[src/rtl/mem_bus_arb.sv]
// Two-port arbiter in front of a single synchronous-read memory. Port 0 is the
// processor, port 1 is external/DMA; a bounded hold count keeps either port from starving the other.
module mem_bus_arb #(
  parameter int unsigned WORD_SIZE = 16,
  parameter int unsigned ADDR_SIZE = 8,
  parameter int unsigned MAX_HOLD  = 4
) (
  input  logic                 clk,
  input  logic                 rst,
  input  logic                 boot,
  input  logic                 req0,
  input  logic                 req1,
  input  logic                 we0,
  input  logic                 we1,
  input  logic [ADDR_SIZE-1:0] addr0,
  input  logic [ADDR_SIZE-1:0] addr1,
  input  logic [WORD_SIZE-1:0] wdata0,
  input  logic [WORD_SIZE-1:0] wdata1,
  output logic                 gnt0,
  output logic                 gnt1,
  output logic                 rvalid0,
  output logic                 rvalid1,
  output logic [WORD_SIZE-1:0] rdata,
  output logic [ADDR_SIZE-1:0] mem_addr,
  output logic [WORD_SIZE-1:0] mem_wdata,
  output logic                 mem_we,
  input  logic [WORD_SIZE-1:0] mem_rdata
);

  typedef enum logic [1:0] {StIdle, StOwn0, StOwn1} state_e;

  localparam logic [3:0] HoldMax = 4'(MAX_HOLD - 1);

  state_e     state_q, state_d;
  logic [3:0] hold_q, hold_d;
  logic       last_q, last_d;
  logic       rvalid0_q, rvalid1_q;
  logic       own_req, oth_req;

  always_ff @(posedge clk) begin
    if (rst) begin
      state_q   <= StIdle;
      hold_q    <= '0;
      last_q    <= 1'b1;
      rvalid0_q <= 1'b0;
      rvalid1_q <= 1'b0;
    end else begin
      state_q   <= state_d;
      hold_q    <= hold_d;
      last_q    <= last_d;
      rvalid0_q <= gnt0 & req0 & ~we0;
      rvalid1_q <= gnt1 & req1 & ~we1;
    end
  end

  always_comb begin
    state_d = state_q;
    own_req = 1'b0;
    oth_req = 1'b0;
    case (state_q)
      StOwn0: begin
        own_req = req0;
        oth_req = req1;
      end
      StOwn1: begin
        own_req = req1;
        oth_req = req0;
      end
      default: ;
    endcase

    if (boot) begin
      state_d = req0 ? StOwn0 : StIdle;
    end else if (state_q != StIdle) begin
      if (own_req && (!oth_req || hold_q < HoldMax)) begin
        state_d = state_q;
      end else if (oth_req) begin
        state_d = (state_q == StOwn0) ? StOwn1 : StOwn0;
      end else begin
        state_d = StIdle;
      end
    end else if (req0 && req1) begin
      // Round-robin from idle: whoever did not own last goes first.
      state_d = last_q ? StOwn0 : StOwn1;
    end else if (req0) begin
      state_d = StOwn0;
    end else if (req1) begin
      state_d = StOwn1;
    end else begin
      state_d = StIdle;
    end

    // Clearing under boot guarantees a fresh hold window once boot falls.
    hold_d = hold_q;
    if (boot || state_d != state_q || state_d == StIdle) begin
      hold_d = '0;
    end else if (oth_req && hold_q < HoldMax) begin
      hold_d = hold_q + 4'd1;
    end

    last_d = last_q;
    if (state_d == StOwn0) begin
      last_d = 1'b0;
    end else if (state_d == StOwn1) begin
      last_d = 1'b1;
    end
  end

  always_comb begin
    mem_addr  = '0;
    mem_wdata = '0;
    mem_we    = 1'b0;
    case (state_q)
      StOwn0: begin
        mem_addr  = addr0;
        mem_wdata = wdata0;
        mem_we    = we0 & req0;
      end
      StOwn1: begin
        mem_addr  = addr1;
        mem_wdata = wdata1;
        mem_we    = we1 & req1;
      end
      default: ;
    endcase
  end

  assign gnt0    = (state_q == StOwn0);
  assign gnt1    = (state_q == StOwn1);
  assign rvalid0 = rvalid0_q;
  assign rvalid1 = rvalid1_q;
  // Memory data is only meaningful the cycle after a granted read.
  assign rdata   = (rvalid0_q | rvalid1_q) ? mem_rdata : '0;

endmodule
[config.mk]
export PLATFORM = sky130hd
export DESIGN_NAME = mem_bus_arb
export DESIGN_NICKNAME = d
export VERILOG_FILES = /design/src/rtl/mem_bus_arb.sv
export SDC_FILE = /design/constraint.sdc
export NUM_CORES = 1
export LEC_CHECK = 0
export ABC_AREA = 0
export ABC_CLOCK_PERIOD_IN_PS = 2700
export BUFFER_PORTS_ARGS = -buffer_cell sky130_fd_sc_hd__buf_2
export CORE_MARGIN = 1
export CORE_UTILIZATION = 32
export CTS_CLUSTER_SIZE = 24
export DETAILED_ROUTE_END_ITERATION = 8
export MAX_ROUTING_LAYER = met4
export PLACE_DENSITY = 0.88
export SLEW_MARGIN = 10
export SYNTH_ARGS = -nofsm -noshare
export SYNTH_HDL_FRONTEND = slang
export SYNTH_SLANG_ARGS = --single-unit
[constraint.sdc]
create_clock -name clk -period 2.7 [get_ports clk]
set_input_delay 0 -clock clk [delete_from_list [all_inputs] [get_ports clk]]
set_output_delay 0 -clock clk [all_outputs]
set_load 0.01 [all_outputs]
==> key figures <==
Run status
  – Status: finished, final reports clean

Logic synthesis
  – EDFF count, synth: 0
  – Synthesized instance count: around 150
  – Syn_nets: 222
  – Async SR Flop Fraction: 0%
  – Post-synthesis area per instance: 7.48 µm²
  – Synth Cell Area: around 1100 µm²
  – Yosys Warn Count: 0
  – Ranking of synthesized cells by area: dfxtp_1 17%, a22oi_1 17%, nor2_1 9.3%
  – Post-synthesis cell type count: 37
  – Number of synthesized register bits: 9
  – Sequential cell area fraction in the yosys report: ~17%
  – Most common flop cell mapped by yosys: dfxtp_1
  – Yosys top cell area share: about 17%
  – Post-synth top area cell: dfxtp_1

Detailed routing
  – DRC: 0
  – M1 wire length: approximately 1600 µm
  – Metal3 WL: ~370 µm
  – Met2 WL: around 2100 µm
  – Final ANT Viol Nets: 0
  – Routed WL: ~4100 µm
  – DR vias: ~1600
  – Drt via density: ~5.1
  – Iter 0 DRT Violations: 58
  – DR pass1 iterations: 6
  – DR top layer: met4
  – WL/cell: between 10 and 15 µm

Global routing
  – GRT overflow: 0
  – Total track usage: a little over a fifth
  – Largest net degree at the start of global routing: 29
  – Vias in the first global route: 1342
  – Initial antenna violation count: 0
  – First-pass GRT wire length: approximately 5500 µm

Timing
  – Worst slew pin tran: 0.849 ns
  – Fin crit share: 99.2%
  – Final Max Tran Viols: 0
  – Setup violators final: 0
  – Minimum clock period: about 2.7 ns
  – Max_slew headroom: about 43%
  – Peak Freq: 0.373 GHz
  – Hold slack final: about 0.13 ns
  – RSZ-0062 raised after global routing: yes
  – Clock skew: 0.00589 ns
  – Final Hold Violating Endpoints: 0

Worst setup path
  – Crit start category: register
  – Buf/Inv on CP: 2
  – Worst-path cell chain: inv_4, ha_4, and4bb_2, a211oi_4, buf_6, and4_1, o31ai_1, ha_2, a2111oi_4, o311ai_4, nor3b_2
  – Worst R2R Setup Slack: about 0.021 ns
  – Worst path top cell family by delay: compound AO/OA/AOI/OAI gates
  – Critical path's slowest cell: dfxtp_4
  – Max FO, Critical Path: 6
  – CP endpoint kind: register
  – Required @ worst endpoint: between 2 and 3 ns
  – Slowest stage delay, CP: roughly 0.41 ns
  – Critical path arrival: about 2.9 ns
  – WS Path Type: register to register

Placement
  – Post-DP HPWL: a little over 3000 µm
  – Buffers on Ports: roughly 120
  – DP Area: 1770 µm²
  – GP Congestion: between 0.9 and 1

Final layout
  – NumNets Final: around 350
  – Non-Filler Cell Area, Final: ~1900 µm²
  – Share of cells above drive strength 1: 57.1%
  – # diodes: 0
  – Synthesis-to-layout area growth: 78.3%

Power and ir drop
  – Pleak: 0.984 nW
  – Tot Pwr: ~0.5 mW
  – PD cells: 259 nW/µm²
  – VDD IR-drop max: between 0.1 and 0.15 mV

CTS
  – TritonCTS Buffers: 3
  – # clock sinks: 9
  – Max Root-Sink Buffers: 2
  – Clock latency at the later pin of the worst-skew pair: 0.28 ns
  – Root buf cell: clkbuf_4
  – H-tree levels: 1
  – Clock transition at the registers of the reported paths: 0.06 ns
  – CTS tree: done

Floorplanning
  – Row cnt: 20
  – Core Box Area: approximately 3100 µm²
  – Chip width: about 60 µm
  – Num ports: approximately 120
  – Starting density of the core: roughly a third
  – Full die area: between 3000 and 4000 µm²
  – DIE HEIGHT: around 60 µm

Run
  – Max cap viols: 0

Hold path
  – Min-delay worst type: primary input to register
-- metal layers --
layer | vias to the layer above | global-route usage, %
met4 | 0 | 10.6
li1 | 781 | -
met5 | - | -
met1 | 724 | 21.5
met3 | 10 | 6.28
met2 | 115 | 37.5
-- layout by cell type, fill, tap and decap left out, types with 3 or more instances in the layout --
cell type / Yosys / routed
buf_4: 1 / 16
dfxtp_1: 9 / 7
nor2b_1: 16 / 16
clkbuf_4: 0 / 3
nor2_1: 27 / 27
a22oi_1: 24 / 24
nand2_1: 6 / 6
dlygate4sd3_1: 0 / 5
nor3_1: 7 / 5
ha_1: 6 / 3
nand3_1: 4 / 4
buf_2: 0 / 115
-- cell usage after synthesis, types with 2 or more instances --
library cell   n
dfxtp_1        9
nor3_1         7
nor2_1        27
a21oi_1        2
nand2_1        6
and4bb_2       2
mux2_2         2
ha_1           6
a22oi_1       24
nor2b_1       16
mux2i_1        2
nand3_1        4
nor3b_1        3
clkbuf_1       8
buf_6          2
inv_1          4
-- stage by stage --
| stage | utilization (%) | setup WS [ns] | TNS (ns) | cells |
|---|---|---|---|---|
| detailed placement | 56.6 | -0.108 | -0.413 | 308 |
| floorplan | - | 0.0148 | 0 | 145 |
| global route | 61.8 | -0.0983 | -0.285 | 319 |
| CTS | 59.5 | 0.0690 | 0 | 317 |
| global placement | 56.6 | -0.0226 | -0.0572 | 308 |
| finish | 61.8 | 0.0211 | 0 | 319 |
-- worst reg2reg max path: stages (launching register included) --
cell and delay [ns]:
dfxtp_4 0.41, inv_4 0.05, ha_4 0.17, and4bb_2 0.24
a211oi_4 0.28, buf_6 0.16, and4_1 0.24, o31ai_1 0.11
ha_2 0.22, a2111oi_4 0.33, o311ai_4 0.21, nor3b_2 0.20
-- area by class of cell --
class | instances | area, µm²
Clock buffer | 4 | 26.3
Fill cell | 281 | 1190
Inverter | 5 | 21.3
Multi-Input combinational cell | 120 | 887
Sequential cell | 9 | 188
Tap cell | 44 | 55.1
Timing Repair Buffer | 137 | 757
-- registers in the layout (all words and copies together) (netlist names) --
register  cells
rvalid1       1
last_q        1
state_q       2
hold_q        4
rvalid0       1
-- cell families after synthesis --
family                     count (synthesis)  share of synthesized area, %
xor gates and xnor gates                   2                          1.62
AOI/OAI and AO/OA                         37                          29.4
and+or+nand+nor                           71                          34.3
DFF                                        9                          16.6
buffers and inverters                     16                          7.27
muxes                                      4                          3.92
adders and majority gates                  6                          6.92
-- report_power, final --
| part | switching [mW] | internal, mW |
|---|---|---|
| registers | 0.00571 | 0.136 |
| clock network | 0.0537 | 0.0573 |
| logic | 0.122 | 0.125 |
| total | 0.182 | 0.318 |
-- what timing repair did --
item | in CTS | in global routing
gates resized for setup | 3 | 15
hold buffers | 5 | 0
endpoints found under the hold margin | 4 | 0
pin swaps | 2 | 9
buffers inserted | 0 | 2
setup endpoints to repair | 4 | 4
-- path summary, 6_finish.rpt --
kind,from,end,depth (start not counted)
max,state_q[0],hold_q[3],11
min,boot,hold_q[0],4
max reg2reg,state_q[0],hold_q[3],11
min reg2reg,hold_q[2],hold_q[2],1
Note: power is estimated with default switching activity, not from simulation.
